<file path="src/rtl/smg_pkg.sv">
// Shared constants and helpers for the seven-segment scan controller.
// Segment vectors here are active-high {dp,g,f,e,d,c,b,a}; polarity is applied at the outputs.
package smg_pkg;

  localparam int unsigned SEG_W  = 8;
  localparam int unsigned SEG_A  = 0;
  localparam int unsigned SEG_B  = 1;
  localparam int unsigned SEG_C  = 2;
  localparam int unsigned SEG_D  = 3;
  localparam int unsigned SEG_E  = 4;
  localparam int unsigned SEG_F  = 5;
  localparam int unsigned SEG_G  = 6;
  localparam int unsigned SEG_DP = 7;

  typedef logic [SEG_W-1:0] seg_t;

  localparam seg_t SEG_OFF = 8'h00;

  // Ceiling log2 with a floor of 1 so single-value counters still get a bit
  function automatic int unsigned clog2(input int unsigned n);
    int unsigned w;
    w = 1;
    while ((64'd1 << w) < 64'(n)) w++;
    return w;
  endfunction

  // Hex nibble to segment pattern, dp left off
  function automatic seg_t hex_to_seg(input logic [3:0] nib);
    seg_t s;
    case (nib)
      4'h0:    s = 8'h3F;
      4'h1:    s = 8'h06;
      4'h2:    s = 8'h5B;
      4'h3:    s = 8'h4F;
      4'h4:    s = 8'h66;
      4'h5:    s = 8'h6D;
      4'h6:    s = 8'h7D;
      4'h7:    s = 8'h07;
      4'h8:    s = 8'h7F;
      4'h9:    s = 8'h6F;
      4'hA:    s = 8'h77;
      4'hB:    s = 8'h7C;
      4'hC:    s = 8'h39;
      4'hD:    s = 8'h5E;
      4'hE:    s = 8'h79;
      default: s = 8'h71;
    endcase
    return s;
  endfunction

endpackage

</file>
<file path="src/rtl/smg_tick_gen.sv">
// Free-running prescaler: one-cycle tick every CLK_HZ/SCAN_HZ clocks.
module smg_tick_gen
  import smg_pkg::*;
#(
  parameter int unsigned CLK_HZ  = 50_000_000,
  parameter int unsigned SCAN_HZ = 1000
) (
  input  logic clk,
  input  logic rst,
  output logic tick_c
);

  localparam int unsigned DIV   = CLK_HZ / SCAN_HZ;
  localparam int unsigned CNT_W = clog2(DIV);

  logic [CNT_W-1:0] cnt;

  assign tick_c = (cnt == CNT_W'(DIV - 1));

  // Count 0..DIV-1 and wrap
  always_ff @(posedge clk) begin
    if (rst) begin
      cnt <= '0;
    end else if (tick_c) begin
      cnt <= '0;
    end else begin
      cnt <= cnt + CNT_W'(1);
    end
  end

endmodule

</file>
<file path="src/rtl/smg_scan_ctrl.sv">
// Multiplexed seven-segment scan controller with double-buffered loading,
// per-digit decimal points, leading-zero blanking and a frame-start strobe.
// Optional build macro SMG_BLINK_EN adds a per-digit blink mask.
module smg_scan_ctrl
  import smg_pkg::*;
#(
  parameter int unsigned NUM_DIGITS     = 6,
  parameter int unsigned CLK_HZ         = 50_000_000,
  parameter int unsigned SCAN_HZ        = 1000,
  parameter bit          SEG_ACTIVE_LOW = 1'b1,
  parameter bit          DIG_ACTIVE_LOW = 1'b1
) (
  input  logic                    clk_50MHz,
  input  logic                    rst,
  input  logic [4*NUM_DIGITS-1:0] data,
  input  logic [NUM_DIGITS-1:0]   dp_mask,
  input  logic                    lz_blank,
  input  logic                    load,
`ifdef SMG_BLINK_EN
  input  logic [NUM_DIGITS-1:0]   blink_mask,
`endif
  output logic [NUM_DIGITS-1:0]   smg_sig,
  output logic [7:0]              smg_data,
  output logic                    frame_start
);

  localparam int unsigned            IDX_W    = clog2(NUM_DIGITS);
  localparam logic [IDX_W-1:0]       LAST_IDX = IDX_W'(NUM_DIGITS - 1);
  localparam seg_t                   SEG_POL  = SEG_ACTIVE_LOW ? 8'hFF : 8'h00;
  localparam logic [NUM_DIGITS-1:0]  DIG_POL  = DIG_ACTIVE_LOW ? '1 : '0;

  logic                         tick_c;
  logic                         boundary_c;
  logic [IDX_W-1:0]             idx;

  logic [NUM_DIGITS-1:0][3:0]   stg_data;
  logic [NUM_DIGITS-1:0]        stg_dp;
  logic                         stg_lz;
  logic                         pending;
  logic [NUM_DIGITS-1:0][3:0]   sh_data;
  logic [NUM_DIGITS-1:0]        sh_dp;
  logic                         sh_lz;

  logic [NUM_DIGITS-1:0]        blank_vec;
  logic                         all_zero;
  logic [3:0]                   nib_c;
  seg_t                         seg_c;
  logic [NUM_DIGITS-1:0]        sig_c;

`ifdef SMG_BLINK_EN
  localparam int unsigned BLINK_RAW    = SCAN_HZ / (2 * NUM_DIGITS);
  localparam int unsigned BLINK_FRAMES = (BLINK_RAW < 1) ? 1 : BLINK_RAW;
  localparam int unsigned BF_W         = clog2(BLINK_FRAMES);

  logic [NUM_DIGITS-1:0]        stg_blink;
  logic [NUM_DIGITS-1:0]        sh_blink;
  logic [BF_W-1:0]              fcnt;
  logic                         phase;
`endif

  smg_tick_gen #(
    .CLK_HZ  (CLK_HZ),
    .SCAN_HZ (SCAN_HZ)
  ) u_tick (
    .clk    (clk_50MHz),
    .rst    (rst),
    .tick_c (tick_c)
  );

  assign boundary_c = tick_c && (idx == LAST_IDX);

  // Digit index steps once per tick
  always_ff @(posedge clk_50MHz) begin
    if (rst) begin
      idx <= '0;
    end else if (tick_c) begin
      idx <= (idx == LAST_IDX) ? '0 : idx + IDX_W'(1);
    end
  end

  // Staging takes every load; shadow only changes at a frame boundary so a frame is never torn
  always_ff @(posedge clk_50MHz) begin
    if (rst) begin
      stg_data <= '0;
      stg_dp   <= '0;
      stg_lz   <= 1'b0;
      pending  <= 1'b0;
      sh_data  <= '0;
      sh_dp    <= '0;
      sh_lz    <= 1'b0;
    end else if (boundary_c) begin
      pending <= 1'b0;
      if (load) begin
        sh_data <= data;
        sh_dp   <= dp_mask;
        sh_lz   <= lz_blank;
      end else if (pending) begin
        sh_data <= stg_data;
        sh_dp   <= stg_dp;
        sh_lz   <= stg_lz;
      end
    end else if (load) begin
      stg_data <= data;
      stg_dp   <= dp_mask;
      stg_lz   <= lz_blank;
      pending  <= 1'b1;
    end
  end

`ifdef SMG_BLINK_EN
  // Blink mask follows the same staging/shadow path as the display data
  always_ff @(posedge clk_50MHz) begin
    if (rst) begin
      stg_blink <= '0;
      sh_blink  <= '0;
    end else if (boundary_c) begin
      if (load) begin
        sh_blink <= blink_mask;
      end else if (pending) begin
        sh_blink <= stg_blink;
      end
    end else if (load) begin
      stg_blink <= blink_mask;
    end
  end

  // Blink phase flips every BLINK_FRAMES frames
  always_ff @(posedge clk_50MHz) begin
    if (rst) begin
      fcnt  <= '0;
      phase <= 1'b0;
    end else if (boundary_c) begin
      if (fcnt == BF_W'(BLINK_FRAMES - 1)) begin
        fcnt  <= '0;
        phase <= ~phase;
      end else begin
        fcnt <= fcnt + BF_W'(1);
      end
    end
  end
`endif

  // Leading-zero blank flags: digit k blanks when it and everything above it is zero
  always_comb begin
    blank_vec = '0;
    all_zero  = 1'b1;
    for (int k = NUM_DIGITS - 1; k >= 0; k--) begin
      all_zero     = all_zero & (sh_data[k] == 4'h0);
      blank_vec[k] = sh_lz & all_zero & (k != 0);
    end
  end

  // Segment and digit-enable patterns for the digit being selected
  always_comb begin
    nib_c          = sh_data[idx];
    seg_c          = blank_vec[idx] ? SEG_OFF : hex_to_seg(nib_c);
    seg_c[SEG_DP]  = sh_dp[idx];
`ifdef SMG_BLINK_EN
    if (phase && sh_blink[idx]) begin
      seg_c = SEG_OFF;
    end
`endif
    sig_c      = '0;
    sig_c[idx] = 1'b1;
  end

  // Registered pin drive with polarity applied; outputs hold between ticks
  always_ff @(posedge clk_50MHz) begin
    if (rst) begin
      smg_sig     <= DIG_POL;
      smg_data    <= SEG_OFF ^ SEG_POL;
      frame_start <= 1'b0;
    end else if (tick_c) begin
      smg_sig     <= sig_c ^ DIG_POL;
      smg_data    <= seg_c ^ SEG_POL;
      frame_start <= (idx == '0);
    end else begin
      frame_start <= 1'b0;
    end
  end

endmodule

</file>
<file path="config.mk">
export PLATFORM = sky130hd
export DESIGN_NAME = smg_scan_ctrl
export DESIGN_NICKNAME = d
export VERILOG_FILES = /design/src/rtl/smg_pkg.sv /design/src/rtl/smg_tick_gen.sv /design/src/rtl/smg_scan_ctrl.sv
export SDC_FILE = /design/constraint.sdc
export NUM_CORES = 1
export LEC_CHECK = 0
export CORE_UTILIZATION = 60
export CTS_CLUSTER_DIAMETER = 30
export DETAILED_ROUTE_END_ITERATION = 12
export HOLD_SLACK_MARGIN = 0.08
export PLACE_DENSITY = 0.84
export SETUP_SLACK_MARGIN = 0.15
export SLEW_MARGIN = 20
export SYNTH_ARGS = -nofsm -noshare
export SYNTH_HDL_FRONTEND = slang
export SYNTH_SLANG_ARGS = --single-unit
</file>
<file path="constraint.sdc">
create_clock -name clk_50MHz -period 3.75 [get_ports clk_50MHz]
set_input_delay 0.375 -clock clk_50MHz [delete_from_list [all_inputs] [get_ports clk_50MHz]]
set_output_delay 0.375 -clock clk_50MHz [all_outputs]
set_load 0.1 [all_outputs]
</file>
== Word-level counts from Yosys, hierarchy flattened ==
Memory sizes are Yosys's and may differ from the RTL's.
Index checks and enable logic that the tools add are counted.

* Output and inout port bits: 15
* Memories: 1
* ROM bits: 112
* Register bits: 97
* Input port bits: 34
* Logic and storage cells: 72

* $add $sub $neg: 2
* $lt $le $gt $ge: 2
* Reduce and logical (&&, ||, !) cells: 14
* Eq/ne operators: 2
* Mux-type cells: 16
* Bitwise gates (word level): 13

{| class="wikitable"
|+ Memory list
! name !! depth !! bits a word !! read ports !! clocked after memory_dff !! wr ports !! RTL line !! RTL
|-
| (name not given) || 16 || 7 || 1 || 0 || 0 || smg_pkg.sv:30 || <nowiki>case (nib)</nowiki>
|}

{| class="wikitable"
|+ Operators with widths
! operator !! count
|-
| 24-bit two-way mux || 2
|-
| 4-bit zero test || 5
|-
| 16-bit by 1-bit adder with 16-bit output, second input constant || 1
|-
| 16-bit == test, second input constant || 1
|-
| 4-bit binary-select mux with 3-bit select || 1
|-
| 6-bit two-way mux || 2
|-
| 1-bit AND || 9
|-
| 8-bit NOT || 1
|-
| 7-bit two-way mux || 1
|-
| 1-bit binary-select mux with 3-bit select || 2
|-
| 6-bit NOT || 1
|-
| 2-bit OR reduction || 3
|-
| 1-bit two-way mux || 5
|-
| 3-bit by 4-bit < comparator with 1-bit output, second input constant || 1
|-
| 4-bit two-way mux || 1
|-
| 2-bit AND reduction || 2
|-
| 3-bit by 1-bit adder with 3-bit output, second input constant || 1
|-
| 1-bit demux with 3-bit select || 1
|-
| 3-bit == test, second input constant || 1
|-
| 3-bit by 1-bit greater-or-equal comparator with 1-bit output, second input constant || 1
|-
| 3-bit zero test || 1
|-
| 3-bit two-way mux || 1
|-
| 1-bit logical AND || 2
|-
| 1-bit NOT || 2
|-
| 2-bit nonzero test || 1
|}

== Depth between registers and ports, before layout ==
* Depth after elaboration: 10
* Gate-level depth with buffers: 10
* Gate-level depth less buffers: 8

== Cells and area by module ==
A second synthesis with hierarchy kept.

* Cells, all modules: 494
* Area, all modules: 4366.7 um^2

{| class="wikitable"
|+ By module, submodules not included
! module !! sequential area each (um^2) !! area each (um^2) !! cells each !! instances
|-
| smg_scan_ctrl || 1621.6 || 3656.0 || 413 || 1
|-
| smg_tick_gen || 320.3 || 710.7 || 81 || 1
|}

== Least setup slack after synthesis ==
No wires, ideal clock.

* Kind: register to register
* Start point: register idx[1]
* End point: register smg_data[6]
* Path buffers: 2
* Cell stages (with the launch flop): 11
* Setup time: 0.122 ns
* Data required time: 3.628 ns
* Period minus slack after synthesis: 2.168 ns
* Slack: 1.582 ns
* Data arrival time: 2.047 ns
* Cell sequence: dfxtp_1 buf_2 nand2b_1 buf_2 o22ai_1 nor2_1 inv_1 ha_1 mux2_2 a221oi_1 nor2_1

* Longest elaborated chain between the ends: 5
* Elaborated cells on any way between the ends: 7
* Classes of those cells: mux (5); bitwise (1); memory (1)

{| class="wikitable"
|+ RTL lines
! item !! RTL line !! RTL
|-
| from (decl) || smg_scan_ctrl.sv:34 || <nowiki>logic [IDX_W-1:0] idx;</nowiki>
|-
| from (signal assigned) || smg_scan_ctrl.sv:77 || <nowiki>idx <= (idx == LAST_IDX) ? '0 : idx + IDX_W'(1);</nowiki>
|-
| 4-bit binary-select mux with 3-bit select || smg_scan_ctrl.sv:155 || <nowiki>nib_c = sh_data[idx];</nowiki>
|-
| 4-bit two-way mux (not written as such) || smg_scan_ctrl.sv:155 ||
|-
| memory read 16 x 7 bit || - ||
|-
| 7-bit two-way mux * || smg_scan_ctrl.sv:156 || <nowiki>seg_c = blank_vec[idx] ? SEG_OFF : hex_to_seg(nib_c);</nowiki>
|-
| 8-bit NOT (no source line) * || - ||
|-
| to (signal assigned) || smg_scan_ctrl.sv:171 || <nowiki>smg_data <= SEG_OFF ^ SEG_POL;</nowiki>
|-
| to (signal assigned) || smg_scan_ctrl.sv:175 || <nowiki>smg_data <= seg_c ^ SEG_POL;</nowiki>
|-
| to (decl) || smg_scan_ctrl.sv:23 || <nowiki>output logic [7:0] smg_data,</nowiki>
|}

Every way passes the cells marked *; elsewhere a longest branch is shown, timed or not. The select of a mux whose other input is x is not followed.
A chain may end at the register's enable or synchronous reset.

== Worst setup path after layout ==
* Start point: register idx[0]
* End point: register smg_data[6]

Same word-level chain as after synthesis.

==> flow_metrics.tcl <==
set metrics [dict create \
    worstSetupEndpointType "flop" \
    cts.path.max_buffers 2 \
    synthAdderAreaFrac_pct 2.01 \
    grt.busiest_layer "met2" \
    dr.first_iter.drc_count 186 \
    netlist-cell-type-count 38 \
    min_path_type "in -> reg" \
    cts_tree "done" \
    post_cts_resized 0 \
    syn_nets 575 \
    total_power_uw 1890 \
    ys_seq_area_share_pct 44.5 \
    start_kind "flop" \
    ff2ff_path_depth 8 \
    layout.nets 604 \
    fill_cells 554 \
    min_period_ps 2720 \
    cts_made_buffers 9 \
    synth-simple-area-share_pct 22.3 \
    h-tree-depth 3 \
    die_h_um 87.2 \
    crit_path_max_incr_delay_ps 820 \
    gp_congestion 0.849 \
    slew_viol_final 0 \
    grt_pass1_vias 3404 \
    route.final.wire_length_um 8960 \
    path_max_fanout 18 \
    syn2layout_area_growth_pct 16.0 \
    hold_depth 2 \
    drt-wirelength-per-cell_um 13.5 \
    dieWidth_um 87.2 \
    initial_core_util_pct 63.1 \
    cts-root-buf "clkbuf_8" \
    p_leak_uw 0.00195 \
    drive_above_1_share_pct 6.16 \
    vdd_ir_drop_max_mv 0.274 \
    path_clk_slew_ps 90 \
    synth_area_per_cell_um2 8.16 \
    synth_cells 534 \
    vias 3615 \
    synth_compound_gate_area_share_pct 11.5 \
    clock_sinks 97 \
    maxCapViolations 0 \
    rsz0062_at_grt "false" \
    synth_area_um2 4360 \
    relSlewSlack_pct 28.6 \
    setup_viol 0 \
    power.density_nw_per_um2 373 \
    firstDrtPassIters 5 \
    synthXorXnorAreaFrac_pct 3.01 \
    synth_top_family_by_area "simple AND/OR/NAND/NOR gates" \
    clock_latency_ps 360 \
    grt_max_degree 63 \
    fin_tns_setup_ps 0 \
    hold_viol_final 0 \
    grt_use_met2_pct 43.0 \
    synthMuxAreaShare_pct 12.3 \
    met1_usage_pct 33.6 \
    dpl.hpwl_um 6340 \
    synth_seq_cells 97 \
    grt_overflow 0 \
    numPortBuffers 48 \
    clock_skew_ps 8.28 \
    cp_common_cell "nor2_1" \
    grt_util_met3_pct 5.02 \
    path_class "reg -> reg" \
    max_freq_ghz 0.367 \
    grt_first_pass_wirelength_um 15500 \
    ios 49 \
    drc_errors 0 \
    crit_required_ps 4000 \
    core_um2 6910 \
    worst_pin_slew_ps 1070 \
    hold_buffers 0 \
    antenna_left 0 \
    grtUsageTotal_pct 26.2 \
    status "completed" \
    postCtsSetupBuffers 0 \
    critical_path_arrival_ps 2980 \
    rows 30 \
    yosys_warnings 0 \
    worst_path_max_delay_cell "dfxtp_1" \
    n_antenna_cell 0 \
    viasPerCell 5.44 \
    crit_chain "mux2i_1 > o22ai_1 > nor2_1 > inv_1 > ha_1 > mux2_2 > a221oi_1 > nor2_1" \
    fin_crit_sh_pct 72.7 \
    antenna_found_initial 0 \
    die_area_um2 7610 \
]
==> per-stage QoR <==
step	area, um2	hold WS, ps	std cells	worst slack, ps	utilization (%)
finish	5060	303	664	1030	73.2
global route	5060	306	664	856	73.2
CTS	5060	294	664	1080	73.2
detailed placement	4850	434	648	1130	70.3
global placement	4850	425	648	1230	70.3
floorplan	4360	413	534	1580	-
==> cells in the final DEF (no fill, tap or decap), types with 3 or more instances in the layout <==
master           Yosys  layout
mux2i_1             47      47
nand4_1              7       7
mux2_2               4       4
dfxtp_1             97      97
o22ai_1              4       4
clkdlybuf4s50_1      0      46
inv_1                8       8
xnor2_1              7       7
a31oi_1              3       3
nor2_1             102     102
and3_1               3       3
xor2_1               8       8
nand2_1             80      80
nand2b_1             4       4
clkbuf_8             0      11
a21oi_1             72      72
nor3_1               4       4
nand3_1              5       5
ha_1                 7       7
buf_4                0       7
nor4_1               6       6
o21ai_0              6       6
or3_1                3       3
==> layout make-up <==
class | instances | area (um2) | share of cell area (%)
clock inverters | 4 | 51.3 | 1.01
well taps | 96 | 120 | 2.37
multi-input cells | 392 | 2240 | 44.2
inverters | 8 | 30.0 | 0.594
flip-flops and latches | 97 | 1940 | 38.4
repair buffers | 55 | 523 | 10.3
clock buffers | 12 | 155 | 3.07
==> final timing paths <==
check / start / slack, ps / end
worst min register to register: u_tick.cnt[0] / 450 / u_tick.cnt[0]
worst min-delay path: rst / 300 / idx[0]
worst max register to register: idx[0] / 1030 / smg_data[6]
worst max-delay path: idx[0] / 1030 / smg_data[6]
==> logic make-up after synthesis <==
family                   after synthesis
buffers and inverters                 45
XOR/XNOR                              15
flip-flops                            97
multiplexers                          52
adder cells (fa/ha/maj)                7
AND/OR/NAND/NOR                      225
AO/OA/AOI/OAI                         93
==> routing by layer <==
| metal | wire, um | vias to the layer above | share of wire [%] |
|---|---|---|---|
| li1 | - | 1845 | - |
| met2 | 4200 | 97 | 47 |
| met1 | 4200 | 1657 | 47 |
| met4 | 142 | 0 | 1.6 |
| met5 | 0 | - | 0 |
| met3 | 411 | 16 | 4.6 |
==> registers in the layout, summed over array words and instances, names as in the netlist <==
register and cells:
u_tick.cnt 16, stg_dp 6, frame_start 1, smg_data 8
sh_lz 1, smg_sig 6, idx 3, sh_dp 6
stg_lz 1, sh_data 24, stg_data 24, pending 1
==> worst max-delay path: cells and delay by family (launching register included) <==
family | cells | cell delay [ps]
muxes | 2 | 590
and+or+nand+nor | 2 | 400
buffers and inverters | 1 | 160
DFF | 1 | 820
adders and majority gates | 1 | 280
AOI/OAI and AO/OA | 2 | 360
==> Yosys cell counts <==
cell type / n / area share [%]
nor2_1: 102 / 8.8
dfxtp_1: 97 / 45
nand2_1: 80 / 6.9
a21oi_1: 72 / 8.3
mux2i_1: 47 / 11
clkbuf_1: 24 / 2.1
buf_2: 13 / 1.5
inv_1: 8 / 0.69
xor2_1: 8 / 1.6
ha_1: 7 / 2.0
nand4_1: 7 / 1.0
xnor2_1: 7 / 1.4
nor4_1: 6 / 0.86
o21ai_0: 6 / 0.69
nand3_1: 5 / 0.57
mux2_2: 4 / 1.0
nand2b_1: 4 / 0.57
nor3_1: 4 / 0.46
o22ai_1: 4 / 0.57
a31oi_1: 3 / 0.43
and3_1: 3 / 0.43
nand4bb_1: 3 / 0.77
or3_1: 3 / 0.43
nand3b_1: 2 / 0.34
or2_2: 2 / 0.29
a21boi_0: 1 / 0.17
a21o_1: 1 / 0.17
a221oi_1: 1 / 0.20
and2_0: 1 / 0.14
mux4_2: 1 / 0.52
nand2_2: 1 / 0.14
nor2b_1: 1 / 0.14
nor4_4: 1 / 0.49
o21a_1: 1 / 0.17
o21ai_2: 1 / 0.20
o22a_1: 1 / 0.20
o311ai_1: 1 / 0.20
o32a_1: 1 / 0.23
==> power breakdown <==
| part | internal [uW] | leakage, uW | switching (uW) |
|---|---|---|---|
| combinational | 62.4 | 0.00106 | 64.2 |
| sequential | 1050 | 0.000789 | 10.4 |
| clock | 345 | 0.000103 | 354 |
(Power assumes the default switching activity.)
==> RTL edit: new RTL, same settings <==
Register the output `smg_data` once more, without a reset; this adds one clock of latency there. The other outputs are not delayed to match.
--- a/src/rtl/smg_scan_ctrl.sv
+++ b/src/rtl/smg_scan_ctrl.sv
@@ -30,2 +30,4 @@
   localparam logic [NUM_DIGITS-1:0]  DIG_POL  = DIG_ACTIVE_LOW ? '1 : '0;
+
+  logic [7:0] smg_data_s0;
 
@@ -170,3 +172,3 @@
       smg_sig     <= DIG_POL;
-      smg_data    <= SEG_OFF ^ SEG_POL;
+      smg_data_s0 <= SEG_OFF ^ SEG_POL;
       frame_start <= 1'b0;
@@ -174,3 +176,3 @@
       smg_sig     <= sig_c ^ DIG_POL;
-      smg_data    <= seg_c ^ SEG_POL;
+      smg_data_s0 <= seg_c ^ SEG_POL;
       frame_start <= (idx == '0);
@@ -181,2 +183,6 @@
 
+  always_ff @(posedge clk_50MHz) begin
+    smg_data <= smg_data_s0;
+  end
+
 endmodule
Function: changed (a bounded check fails within 4 cycles, from zero or initial values and one cycle with rst high).
==> RTL edit against the unedited design <==
Wire length fell by 0.51%; total power grew 1.2%; worst setup slack worse by 0.059 ns; sequential cell count increased by 8; synthesized area up 4.7%; non-clock buffer count stayed put; cell area up 3.5%; sequential share of layout area grew 1.8 points; largest cell class unchanged.
==> RTL edit: results (changes against the unedited design) <==
Parameter                              Value

Route
  Number of search-and-repair iterations in the first detailed-routing pass    4 (was 5)
  Vias per cell    5.57 (was 5.44)
  Initial DRC Count    239 (was 186)

Cells and area
  Layout cells sized above 1    8.32% (was 6.16%)
  Non-clock inverter instance count of the final layout    7 (was 8)
  # nets final    577 (was 604)
  Number of multi-input combinational cells    358 (was 392)
  Finished Layout Cells    640 (was 664)
  Multi-input logic area    2280 µm² (was 2240 µm²)
  Clock-cell share    3.37% (was 4.08%)
  Total of fill cells in the finished design    580 (was 554)
  Sequential cell area share    40.2% (was 38.4%)

Yosys
  Post-synth cell types    52 (was 38)
  Multiplexer fraction of the synthesized cell area    11.4% (was 12.3%)
  Share of synthesized area occupied by flip-flops and latches    46.0% (was 44.5%)
  Largest cells by area after synthesis    sky130_fd_sc_hd__dfxtp_1, sky130_fd_sc_hd__mux2i_1, sky130_fd_sc_hd__nand2_1, sky130_fd_sc_hd__nor2_1, sky130_fd_sc_hd__a211oi_1 (was sky130_fd_sc_hd__dfxtp_1, sky130_fd_sc_hd__mux2i_1, sky130_fd_sc_hd__nor2_1, sky130_fd_sc_hd__a21oi_1, sky130_fd_sc_hd__nand2_1)
  Most frequent cells after synthesis    sky130_fd_sc_hd__dfxtp_1, sky130_fd_sc_hd__nand2_1, sky130_fd_sc_hd__nor2_1, sky130_fd_sc_hd__mux2i_1, sky130_fd_sc_hd__a21oi_1 (was sky130_fd_sc_hd__nor2_1, sky130_fd_sc_hd__dfxtp_1, sky130_fd_sc_hd__nand2_1, sky130_fd_sc_hd__a21oi_1, sky130_fd_sc_hd__mux2i_1)

Global route
  Vias in the first global route    3,276 (was 3,404)
  GRT met3 Usage    4.80% (was 5.02%)
  Overall fraction of global-route tracks in use    24.8% (was 26.2%)

Worst setup path
  Worst path max stage delay    0.77 ns (was 0.82 ns)
  Critical Path Sink    smg_data_s0[0] (was smg_data[6])
  Data arrival time of the critical path    3.00 ns (was 2.98 ns)
  Crit path from    idx[1] (was idx[0])

Timing
  Post-Route Hold Slack    0.355 ns (was 0.303 ns)
  Least-Margin Pin Slew    0.973 ns (was 1.07 ns)

Placement
  Placement Cell Area    5060 µm² (was 4850 µm²)

Power
  P_clk    0.635 mW (was 0.700 mW)
  Net Sw Power    0.465 mW (was 0.429 mW)

Min path
  Worst Hold Endpoint    smg_data[2] (was idx[0])
  Hold Crit Start    smg_data_s0[2] (was rst)

Run status
  Run status    complete, no violations (unchanged)
[RTL edit: cell count changes after synthesis, moves of 4 or more]
cell / before / now
sky130_fd_sc_hd__mux2i_1: 47 / 36
sky130_fd_sc_hd__mux2_2: 4 / 9
sky130_fd_sc_hd__nor3_1: 4 / 8
sky130_fd_sc_hd__nor2_1: 102 / 66
sky130_fd_sc_hd__o22ai_1: 4 / 0
sky130_fd_sc_hd__a211oi_1: 0 / 31
sky130_fd_sc_hd__nand4_1: 7 / 3
sky130_fd_sc_hd__nand2_1: 80 / 76
sky130_fd_sc_hd__dfxtp_1: 97 / 105
sky130_fd_sc_hd__a21oi_1: 72 / 34
[RTL edit: worst register-to-register path: cells and delay by family (launching register included)]
family                   cells  cell delay, ns
AO/OA/AOI/OAI                2            0.26
adder cells (fa/ha/maj)      1            0.27
buffers and inverters        1            0.17
flip-flops                   1            0.77
multiplexers                 2            0.56
AND/OR/NAND/NOR              2            0.60
